### src/rtl/snooper_pkg.sv
// Shared snooper types: the core-side trace record, control-transfer type codes
// and the CTR recorder's state and buffer-entry types.
package snooper_pkg;

  localparam int CTR_TYPE_W = 4;

  localparam logic [1:0] PRIV_U = 2'd0;
  localparam logic [1:0] PRIV_S = 2'd1;
  localparam logic [1:0] PRIV_M = 2'd3;

  typedef enum logic [CTR_TYPE_W-1:0] {
    CTR_TYPE_NONE    = 4'd0,
    CTR_TYPE_EXC     = 4'd1,
    CTR_TYPE_INTR    = 4'd2,
    CTR_TYPE_TRET    = 4'd3,
    CTR_TYPE_NTBR    = 4'd4,
    CTR_TYPE_TKBR    = 4'd5,
    CTR_TYPE_RSVD6   = 4'd6,
    CTR_TYPE_RSVD7   = 4'd7,
    CTR_TYPE_INDCALL = 4'd8,
    CTR_TYPE_DIRCALL = 4'd9,
    CTR_TYPE_INDJMP  = 4'd10,
    CTR_TYPE_DIRJMP  = 4'd11,
    CTR_TYPE_CORSWAP = 4'd12,
    CTR_TYPE_RET     = 4'd13,
    CTR_TYPE_INDLJMP = 4'd14,
    CTR_TYPE_DIRLJMP = 4'd15
  } ctr_type_t;

  typedef struct packed {
    logic [31:0] src_pc;
    logic [31:0] dst_pc;
    logic [1:0]  priv_lvl;
  } trace_t;

  typedef enum logic [1:0] {
    CTR_DISABLED = 2'd0,
    CTR_RECORD   = 2'd1,
    CTR_FROZEN   = 2'd2
  } ctr_state_e;

  typedef struct packed {
    trace_t    trace;
    ctr_type_t ctype;
  } ctr_entry_t;

endpackage

### src/rtl/snooper_ctr_buf.sv
// Circular record store: push at tail, pop at head; a push into a full buffer
// advances head too, so the oldest entry is overwritten.
module snooper_ctr_buf
  import snooper_pkg::*;
#(
  parameter int DEPTH = 16
) (
  input  logic                       clk_i,
  input  logic                       rst_ni,
  input  logic                       clear_i,
  input  logic                       push_i,
  input  logic                       pop_i,
  input  ctr_entry_t                 wdata_i,
  output ctr_entry_t                 head_o,
  output logic [$clog2(DEPTH+1)-1:0] count_o,
  output logic                       full_o,
  output logic                       empty_o
);

  localparam int PTR_W = $clog2(DEPTH);
  localparam int CNT_W = $clog2(DEPTH+1);

  ctr_entry_t       mem [DEPTH];
  logic [PTR_W-1:0] head;
  logic [PTR_W-1:0] tail;
  logic [CNT_W-1:0] count;
  logic             do_pop;
  logic             adv_head;

  assign full_o   = (count == CNT_W'(DEPTH));
  assign empty_o  = (count == '0);
  assign do_pop   = pop_i & ~empty_o;
  assign adv_head = do_pop | (push_i & full_o);
  assign head_o   = mem[head];
  assign count_o  = count;

  always_ff @(posedge clk_i) begin
    if (!rst_ni || clear_i) begin
      head  <= '0;
      tail  <= '0;
      count <= '0;
    end else begin
      if (push_i)   tail <= tail + PTR_W'(1);
      if (adv_head) head <= head + PTR_W'(1);
      // push into full (with or without pop) keeps count at DEPTH
      case ({push_i, do_pop})
        2'b10:   if (!full_o) count <= count + CNT_W'(1);
        2'b01:   count <= count - CNT_W'(1);
        default: ;
      endcase
    end
  end

  always_ff @(posedge clk_i) begin
    if (rst_ni && !clear_i && push_i) mem[tail] <= wdata_i;
  end

endmodule

### src/rtl/snooper_ctr_ctrl.sv
// CTR recording controller: type/privilege filter, FSM, drop counter and drain.
// Build option SNOOPER_CTR_FREEZE_ON_FULL_EN: freeze instead of overwriting when full.
module snooper_ctr_ctrl
  import snooper_pkg::*;
#(
  parameter int DEPTH  = 16,
  parameter int DROP_W = 16
) (
  input  logic                       clk_i,
  input  logic                       rst_ni,
  input  logic                       trace_valid_i,
  input  trace_t                     trace_i,
  input  ctr_type_t                  ctr_type_i,
  input  logic                       cfg_enable_i,
  input  logic [15:0]                cfg_type_mask_i,
  input  logic [3:0]                 cfg_priv_mask_i,
  input  logic                       freeze_i,
  input  logic                       unfreeze_i,
  input  logic                       clear_i,
  output logic                       out_valid_o,
  input  logic                       out_ready_i,
  output trace_t                     out_trace_o,
  output ctr_type_t                  out_type_o,
  output logic [$clog2(DEPTH+1)-1:0] count_o,
  output logic [DROP_W-1:0]          drop_cnt_o,
  output logic                       frozen_o,
  output logic [1:0]                 state_o
);

  ctr_state_e  state;
  ctr_state_e  state_next;
  logic        accept;
  logic        pop;
  logic        push;
  logic        overflow;
  logic        freeze_full;
  logic        full;
  logic        empty;
  ctr_entry_t  wdata;
  ctr_entry_t  head;

  assign wdata       = '{trace: trace_i, ctype: ctr_type_i};
  assign pop         = ~empty & out_ready_i;
  assign overflow    = accept & full & ~pop;
  assign out_valid_o = ~empty;
  assign out_trace_o = head.trace;
  assign out_type_o  = head.ctype;

`ifdef SNOOPER_CTR_FREEZE_ON_FULL_EN
  // keep the oldest history: refuse the write and freeze next edge
  assign push        = accept & (~full | pop);
  assign freeze_full = overflow;
`else
  assign push        = accept;
  assign freeze_full = 1'b0;
`endif

  snooper_ctr_buf #(.DEPTH(DEPTH)) u_buf (
    .clk_i   (clk_i),
    .rst_ni  (rst_ni),
    .clear_i (clear_i),
    .push_i  (push),
    .pop_i   (pop),
    .wdata_i (wdata),
    .head_o  (head),
    .count_o (count_o),
    .full_o  (full),
    .empty_o (empty)
  );

  always_ff @(posedge clk_i) begin
    if (!rst_ni || clear_i)                     drop_cnt_o <= '0;
    else if (overflow && (drop_cnt_o != '1))    drop_cnt_o <= drop_cnt_o + DROP_W'(1);
  end

  always_ff @(posedge clk_i) begin
    if (!rst_ni) state <= CTR_DISABLED;
    else         state <= state_next;
  end

  always_comb begin
    state_next = state;
    if (!cfg_enable_i) begin
      state_next = CTR_DISABLED;
    end else begin
      case (state)
        CTR_DISABLED: state_next = CTR_RECORD;
        CTR_RECORD:   if (!clear_i && (freeze_i || freeze_full)) state_next = CTR_FROZEN;
        CTR_FROZEN:   if (clear_i || (unfreeze_i && !freeze_i)) state_next = CTR_RECORD;
        default:      state_next = CTR_DISABLED;
      endcase
    end
  end

  always_comb begin
    frozen_o = (state == CTR_FROZEN);
    state_o  = state;
    accept   = trace_valid_i && (state == CTR_RECORD) &&
               (ctr_type_i != CTR_TYPE_NONE) &&
               cfg_type_mask_i[ctr_type_i] &&
               cfg_priv_mask_i[trace_i.priv_lvl];
  end

endmodule

### config.mk
export PLATFORM = sky130hd
export DESIGN_NAME = snooper_ctr_ctrl
export DESIGN_NICKNAME = d
export VERILOG_FILES = /design/src/rtl/snooper_pkg.sv /design/src/rtl/snooper_ctr_buf.sv /design/src/rtl/snooper_ctr_ctrl.sv
export SDC_FILE = /design/constraint.sdc
export NUM_CORES = 1
export LEC_CHECK = 0
export BUFFER_PORTS_ARGS = -buffer_cell sky130_fd_sc_hd__buf_2
export CORE_MARGIN = 4
export CORE_UTILIZATION = 49
export CTS_CLUSTER_SIZE = 20
export DETAILED_ROUTE_END_ITERATION = 10
export PLACE_DENSITY = 0.69
export REMOVE_ABC_BUFFERS = 1
export SYNTH_ARGS = -nofsm -noshare
export SYNTH_HDL_FRONTEND = slang
export SYNTH_SLANG_ARGS = --single-unit
### constraint.sdc
create_clock -name clk_i -period 10.9 [get_ports clk_i]
set_input_delay 0.545 -clock clk_i [delete_from_list [all_inputs] [get_ports clk_i]]
set_output_delay 0.545 -clock clk_i [all_outputs]
set_load 0.02 [all_outputs]
# Word level (Yosys, flattened, before mapping)
# Memories as Yosys holds them, arrays and structs flattened. A register that Yosys moved wholly into a read port is not among the register bits.
# Index checks and enable logic that the tools add are counted.
# totals
reg_bits	31
latchBits	0
ram_bits	1120
rom_bits	0
inputBits	98
output_inout_bits	95
word_cells	63
mem_count	1
# mem_list
name	depth	word_bits	read_ports	rd_ports_with_merged_regs	wr	line	source
u_buf.mem	16	70	1	1	1	snooper_ctr_buf.sv:23	ctr_entry_t mem [DEPTH];
# op_classes
n_addsub	5
mul	0
div_mod_pow	0
order_cmp	2
n_eq_ne	9
shifts	0
mux	13
bitwise	7
reduce_logical	21
# ops
cell	count
$add 16x1->16 const B	1
$ne 16x16->1 const B	1
$pmux 5 s2	1
$logic_and 1x1->1	9
$add 4x1->4 const B	2
$mux 4	2
$pmux 2 s3	1
$reduce_and 2->1	3
$add 5x1->5 const B	1
$eq 5x5->1 const B	1
$logic_not 5->1	1
$lt 4x5->1 const B	1
$mux 5	1
$sub 5x1->5 const B	1
$and 1x1->1	4
$bmux 1 s4	1
$eq 2x1->1 const B	2
$eq 2x2->1 const B	2
$mux 1	4
$mux 2	2
$ne 2x2->1 const B	2
$reduce_bool 4->1	1
$logic_not 1->1	3
$lt 2x3->1 const B	1
other kinds (7)	9

# Logic depth before layout (Yosys ltp)
# Gate-level depths: netlist (run 1).
# logic_depth
word_depth	9
ltp_mapped	13
depth_no_buf	12

# Hierarchy
# A second synthesis (run 1) with hierarchy kept.
# unflattened
cells_unflattened	1989
area_unflattened_um2	44062.3
# modules_own_cells
module	instances	cells_each	area_per_inst_um2	seq_area_each_um2
snooper_ctr_buf	1	1828	42751.0	33972.6
snooper_ctr_ctrl	1	161	1311.3	360.3

# Worst setup path before layout (run 1)
# OpenSTA, ideal clock, no wires.
# synth_path
kind	input port to flip-flop
startpoint	input port ctr_type_i[1]
endpoint	memory u_buf.mem[0][0] (netlist bit), enable pin
setup_time_ns	0.435
arrival_ns	3.698
required_ns	10.465
slack_ns	6.767
stages	7
n_path_buf	1
path_cell_list	clkbuf_1 -> nor3_1 -> a211oi_1 -> and4_1 -> nand3_1 -> nor4_1 -> and2_1
# synth_via
elab_chain_len	7
elab_cells_between_ends	9
classes_between	4 x mux; 5 x reduce/logical
# synth_rtl
element	line	source
start, declared	snooper_ctr_ctrl.sv:13	input ctr_type_t ctr_type_i,
$bmux 1 s4 / $reduce_bool 4->1 (equally long branches)	snooper_ctr_ctrl.sv:100, snooper_ctr_ctrl.sv:99	
$mux 1 (not written as such) / $logic_and 1x1->1 (equally long branches)	snooper_ctr_ctrl.sv:100, snooper_ctr_ctrl.sv:98	
$logic_and 1x1->1 *	snooper_ctr_ctrl.sv:99	(ctr_type_i != CTR_TYPE_NONE) &&
$logic_and 1x1->1 *	snooper_ctr_ctrl.sv:100	cfg_type_mask_i[ctr_type_i] &&
$logic_and 1x1->1 *	snooper_ctr_buf.sv:55	if (rst_ni && !clear_i && push_i) mem[tail] <= wdata_i;
$mux 1 *	snooper_ctr_buf.sv:55	
$mux 1 (not written as such) *	snooper_ctr_buf.sv:55	
end, declared	snooper_ctr_buf.sv:23	
# Every way passes the cells marked *; elsewhere a longest branch is shown, timed or not. The select of a mux whose other input is x is not followed.

==> metrics.yaml, run 1 <==
clock_network:
  cts_setup_buffers: 0
  clk_pin_slew_ps: 60
  clk_path_buf_depth: 3
  cts_root_buffer: "clkbuf_16"
  postCtsHoldBufs: 0
  htreeDepth: 3
  cts_tree: "built"
  cts_made_buffers: 113
  clock-sinks: 1155
  clk-insertion-delay-late_ps: 700
  ctsResizeCount: 0
detailed_routing:
  dr.pass1.iters: 5
  routedWlPerCell_um: 28.5
  wirelength_mm: 94.2
  ant_nets: 0
  num_vias: 19900
  drt-initial-drc-count: 2146
  drc: 0
  routed_via_density: 6.00
logic_synthesis:
  avgSynthCellArea_um2: 24.4
  synth-seq-area-share_pct: 78.2
  synth_top_area_share_pct: 76.6
  syn-cell-area_mm2: 0.0439
  synth_area_leader_cell: "edfxtp_1"
  yosysWarnings: 0
  synth.area.top_cells: "edfxtp_1, mux4_2, dfxtp_1"
  synth-seq-cells: 1155
  yosysUniqueCellTypes: 38
  syn-instance-count: 1802
sta:
  hold_viol: 0
  setup_viol: 0
  tightest_slew_ps: 1130
  period_share_pct: 47.3
  skew_ps: 28.8
  rsz0062_at_grt: "false"
  fmax_ghz: 0.194
  min_period_ps: 5160
  slew_viol_final: 0
  slew_headroom_pct: 24.5
layout:
  finalInstanceArea_mm2: 0.0498
  nNetsFinal: 2155
  multi_input_area_mm2: 0.00921
  fillCellCount: 6387
  synthToLayoutAreaGrowth_pct: 13.5
  drive_gt1_share_pct: 35.0
  register_area_mm2: 0.0343
  final_cells: 3311
floorplanning:
  rows: 109
  die_w_um: 307
  die_h_um: 307
  start_util_pct: 49.5
  ios: 193
  core_mm2: 0.0886
  die_area_mm2: 0.0944
global_route:
  globalRouteOverflowTotal: 0
  grt_max_degree: 165
  grt_use_total_pct: 20.2
  grt_first_pass_wirelength_mm: 140
  antenna_found_initial: 14
  grt_pass1_vias: 21000
worst_setup_path:
  critPathCaptureType: "primary output"
  worstPathRequired_ps: 10360
  ff2ff_path_depth: 7
  critPathLaunchType: "flop"
  worstReg2RegStart: "state_o[0]"
  criticalPathCategory: "reg -> out"
  r2r-end: "u_buf.mem[3][1]"
  r2r_slack_ps: 7010
  cp.arrival_ps: 4610
  critPathMaxFanout: 117
placement:
  dp_hpwl_mm: 47.2
  gp_congestion: 0.762
  place_area_mm2: 0.0462
  portBuffers: 192
  dp.cells: 3097
pwr:
  p_per_area_mw_per_mm2: 175
  irDropWorstVdd_v: 0.000129
  leakage_nw: 15.3
min_path:
  min_from: "clear_i"
  worst_hold_path_type: "in -> reg"
  min_delay_path_depth: 2
  hold_end: "state_o[1]"
run:
  max_cap_viol_count: 0
status:
  status: "finished, final reports clean"
## worst max path at each step
stage | start | end | slack, ps
floorplan | flop | out_trace_o[0] | -2260
global placement | flop | out_trace_o[18] | 6320
detailed placement | flop | out_trace_o[18] | 6260
CTS | flop | out_trace_o[18] | 5530
global route | flop | out_trace_o[18] | 5280
finish | flop | out_trace_o[18] | 5740
## registers in the layout, indices dropped and copies added (netlist names), named ones only
register,count
u_buf.tail,4
state_o,2
drop_cnt_o,16
u_buf.mem,1120
u_buf.head,4
u_buf.count_o,5
## critical path, stage by stage (launching register included)
cell and delay (ps):
dfxtp_4 740, buf_12 770, buf_4 870, mux4_2 610, mux4_2 560, buf_2 200
## where the power goes
group	internal, W	switching (W)	leakage, nW
Clock	0.00214	0.00160	1.74
Combinational	0.0000272	0.0000748	3.18
Sequential	0.00486	0.00000117	10.3
Total	0.00703	0.00168	15.3
## final cells by class
| type | count | area share (%) |
|---|---|---|
| clock buffer | 142 | 5.94 |
| timing repair buffer | 217 | 2.36 |
| tap | 1165 | 2.93 |
| antenna | 7 | 0.0352 |
| multi-input combinational | 545 | 18.5 |
| inverter | 15 | 0.113 |
| sequential | 1155 | 68.9 |
| clock inverter | 65 | 1.22 |
## cell usage after synthesis
master       n
edfxtp_1  1120
mux4_2     353
clkbuf_1    59
dfxtp_1     35
buf_1       24
a21oi_1     21
and2_1      18
nand2_1     17
nand3_1     16
inv_1       15
o21ai_0     14
nor2_1      12
or3_1       11
ha_1         9
mux2i_1      9
nor3_1       7
or4_1        7
nand4_1      6
o31ai_1      6
a21o_1       5
a31oi_1      5
nor4_1       5
and4_1       3
buf_2        3
nand2b_1     3
xnor2_1      3
and3_1       2
nor2b_1      2
o21a_1       2
xor2_1       2
a211oi_1     1
a21boi_0     1
a311oi_1     1
a41o_1       1
a41oi_1      1
clkbuf_2     1
fa_1         1
o21bai_1     1
## kinds of logic (layout without fill, tap and decap cells)
kind of cell	count (synthesis)	count (layout)	share of synthesized area, %
flops	1155	1155	78.2
mux	362	362	18.3
simple gates	109	109	1.36
buf+inv	102	439	0.884
compound gates	59	59	0.807
fa+ha+maj	10	10	0.302
xor+xnor	5	5	0.0998
other cells	0	7	0
## metal layers
| layer | track usage [%] | vias to the layer above | wire, µm |
|---|---|---|---|
| li1 | - | 8297 | - |
| met3 | 3.91 | 108 | 6730 |
| met4 | 4.22 | 4 | 1270 |
| met5 | 0 | - | 27 |
| met1 | 28.4 | 10700 | 37900 |
| met2 | 33.7 | 735 | 48300 |
## through the flow
stage	total power [W]	setup TNS [ps]	hold WS [ps]	utilization [%]	worst slack [ps]
6_report	0.00871	0	79.5	56.2	5740
3_5_place_dp	0.00506	0	500	52.2	6260
3_3_place_gp	0.00505	0	461	52.2	6320
4_1_cts	0.00877	0	22.5	56.2	5530
2_1_floorplan	0.00499	-158150	459	-	-2260
5_1_grt	0.00899	0	54.9	56.2	5280
## cell usage in the layout, fill, tap and decap left out, types with 12 or more instances in the layout
cell       instances
a21oi_1           21
and2_4            16
buf_2            192
buf_4             23
clkbuf_1          28
clkbuf_16        114
clkinv_1          21
clkinv_2          21
dfxtp_1           31
edfxtp_1        1120
inv_1             15
mux4_2           353
nand2_1           17
nand3_1           16
nor2_1            12
o21ai_0           14
No activity file was read; power rests on OpenSTA's default activity.
==> run 2: changes to the inputs <==
- ABC_AREA: unset -> 1
- clock period: 10.9 -> 5.25 ns (I/O delays scaled with it)
==> metrics.yaml, run 2 <==
worst_setup_path:
  crit_family: "buffers and inverters"
  critPathLaunchType: "flop"
  crit_buf_inv: 3
  r2r_slack_ps: 2040
  worstPathRequired_ps: 4990
  ff2ff_path_depth: 10
  worstReg2RegStart: "state_o[1]"
  r2r-end: "u_buf.mem[6][46]"
  critPathSlowestCell: "inv_8"
  worst_path_largest_cell_delay_ps: 820
  criticalPathCategory: "reg -> out"
  critPathCaptureType: "primary output"
  crit_chain: "inv_8 -> buf_4 -> o211ai_1 -> nand3_1 -> nand2_1 -> buf_2"
  cp.arrival_ps: 3490
  critPathMaxFanout: 159
floorplanning:
  start_util_pct: 49.7
  core_mm2: 0.0937
  die_w_um: 316
  die_area_mm2: 0.100
  die_h_um: 316
  rows: 112
  ios: 193
global_route:
  grt_first_pass_wirelength_mm: 162
  grt_use_total_pct: 21.0
  busiest_layer: "met2"
  use_met2_pct: 33.6
  antenna_found_initial: 3
  met3_usage_pct: 3.60
  grt_max_degree: 187
  use_met1_pct: 30.1
  grt_pass1_vias: 26800
  globalRouteOverflowTotal: 0
sta:
  hold_viol: 0
  fmax_ghz: 0.267
  period_share_pct: 71.4
  tightest_slew_ps: 1090
  slew_viol_final: 0
  rsz0062_at_grt: "false"
  hold_ws_ps: 29.6
  min_period_ps: 3750
  skew_ps: 23.2
  slew_headroom_pct: 27.4
  layout_setup_ws_ps: 1500
  setup_viol: 0
min_path:
  hold_end: "u_buf.mem[8][14]"
  min_delay_path_depth: 1
  min_from: "trace_i[10]"
  worst_hold_path_type: "in -> reg"
run:
  max_cap_viol_count: 0
logic_synthesis:
  syn-cell-area_mm2: 0.0466
  synth_area_leader_cell: "edfxtp_1"
  synth_fa_ha_area_share_pct: 0.285
  synth.most_common_cell: "edfxtp_1"
  synthXorXnorAreaFrac_pct: 0.301
  yosysUniqueCellTypes: 34
  synthFlopType: "edfxtp_1"
  syn-instance-count: 3289
  synth_common_cells: "edfxtp_1, inv_1, o21ai_0, a21oi_1"
  synth_top_area_share_pct: 72.2
  synth.area.top_cells: "edfxtp_1, mux2i_1, o211ai_1"
  synth-seq-cells: 1155
  synth-compound-area-share_pct: 11.5
  synthSimpleGateAreaFrac_pct: 3.44
  avgSynthCellArea_um2: 14.2
  yosysWarnings: 0
  synth.area.mux_share_pct: 6.02
  synth-seq-area-share_pct: 73.7
  async_flop_share_pct: 0
  synth_top_family_by_area: "compound AO/OA/AOI/OAI gates"
  synth_edf_count: 1120
clock_network:
  clk_path_buf_depth: 3
  cts_setup_buffers: 0
  clock-sinks: 1155
  cts_root_buffer: "clkbuf_16"
  clk-insertion-delay-late_ps: 690
  ctsResizeCount: 0
  htreeDepth: 3
  cts_tree: "built"
  cts_made_buffers: 113
  clk_pin_slew_ps: 60
layout:
  synthToLayoutAreaGrowth_pct: 14.4
  nNetsFinal: 3616
  largest_register: "u_buf.mem"
  final_common_cell: "edfxtp_1"
  largest_reg_flops: 1120
  drive_gt1_share_pct: 12.1
  mostFrequentLayoutCells: "edfxtp_1, inv_1, o21ai_0"
  fillCellCount: 7340
pwr:
  irDropWorstVdd_v: 0.000280
  p_per_area_mw_per_mm2: 350
  total_power_w: 0.0186
  leakage_nw: 17.5
placement:
  dp_hpwl_mm: 54.1
  gp_congestion: 0.813
  portBuffers: 192
  place_ws_ps: 1620
detailed_routing:
  dr.pass1.iters: 6
  wirelength_mm: 106
  routed_via_density: 5.63
  drt-initial-drc-count: 2466
  routedWlPerCell_um: 21.9
  num_vias: 27400
  ant_nets: 0
  drc: 0
status:
  status: "finished, final reports clean"
-- run 2: cell count changes in the layout (fill, tap and decap cells not counted), moves of 112 or more --
cell | before | now
a21oi_1 | 21 | 298
inv_1 | 15 | 337
mux2i_1 | 9 | 280
mux4_2 | 353 | 0
nand2_1 | 17 | 139
nand3_1 | 16 | 128
o211ai_1 | 0 | 280
o21ai_0 | 14 | 335
-- run 2: worst max path at each step --
| stage | slack (ps) | cells after the start | end | start |
|---|---|---|---|---|
| floorplan | -14130 | 4 | out_trace_o[1] | flop |
| global placement | 1700 | 12 | u_buf.mem[6][47] | trace_i[0] |
| detailed placement | 1620 | 12 | u_buf.mem[6][33] | trace_i[0] |
| CTS | 1390 | 6 | out_trace_o[7] | flop |
| global route | 1220 | 6 | out_trace_o[1] | flop |
| finish | 1500 | 6 | out_trace_o[27] | flop |
-- run 2: per-stage QoR --
stage	util (%)	area (µm²)	instances	setup TNS (ps)
final	56.8	53300	4857	0
after global routing	56.8	53300	4857	0
after CTS	56.8	53300	4855	0
after detailed placement	52.2	48900	4576	0
after global placement	52.2	48900	4576	0
after floorplan	-	45700	3080	-1372790
-- run 2: metal layers --
| metal | wire length [µm] | up-vias |
|---|---|---|
| li1 | - | 12700 |
| met1 | 46800 | 13500 |
| met2 | 49600 | 991 |
| met3 | 7510 | 155 |
| met4 | 2260 | 2 |
| met5 | 12 | - |
-- run 2: kinds of logic after synthesis --
family,count (synthesis)
compound gates,924
xor+xnor,16
fa+ha+maj,10
buf+inv,551
flops,1155
mux,280
simple gates,353
-- run 2: final cells by class --
cell class / instances / area, µm² / area share, %
inverters: 342 / 1300 / 2.44
diodes: 2 / 5.00 / 0.00939
repair buffers: 313 / 2270 / 4.27
clock buffers: 150 / 3040 / 5.70
multi-input cells: 1583 / 10200 / 19.1
clock inverters: 58 / 591 / 1.11
flip-flops and latches: 1155 / 34300 / 64.5
well taps: 1254 / 1570 / 2.95
-- run 2: report_power, final --
group	switching [W]	total (W)	internal, W
Clock	0.00335	0.00791	0.00456
Sequential	0.0000122	0.0101	0.0101
Combinational	0.000397	0.000593	0.000195
Total	0.00376	0.0186	0.0149
-- run 2: what timing repair did --
action	in CTS	in global routing
hold buffers	71	0
endpoints found under the setup margin	0	0
hold endpoints to repair	1042	0
-- run 2: worst register-to-register path, cell delays in order (launching register included) --
cell and delay (ps):
dfxtp_1 330, inv_1 80, nand3_1 70, a21oi_1 120, nand2_1 60, nor2_1 190, nand3_2 340, inv_1 250
nand2_1 280, nor2_4 670, buf_12 440
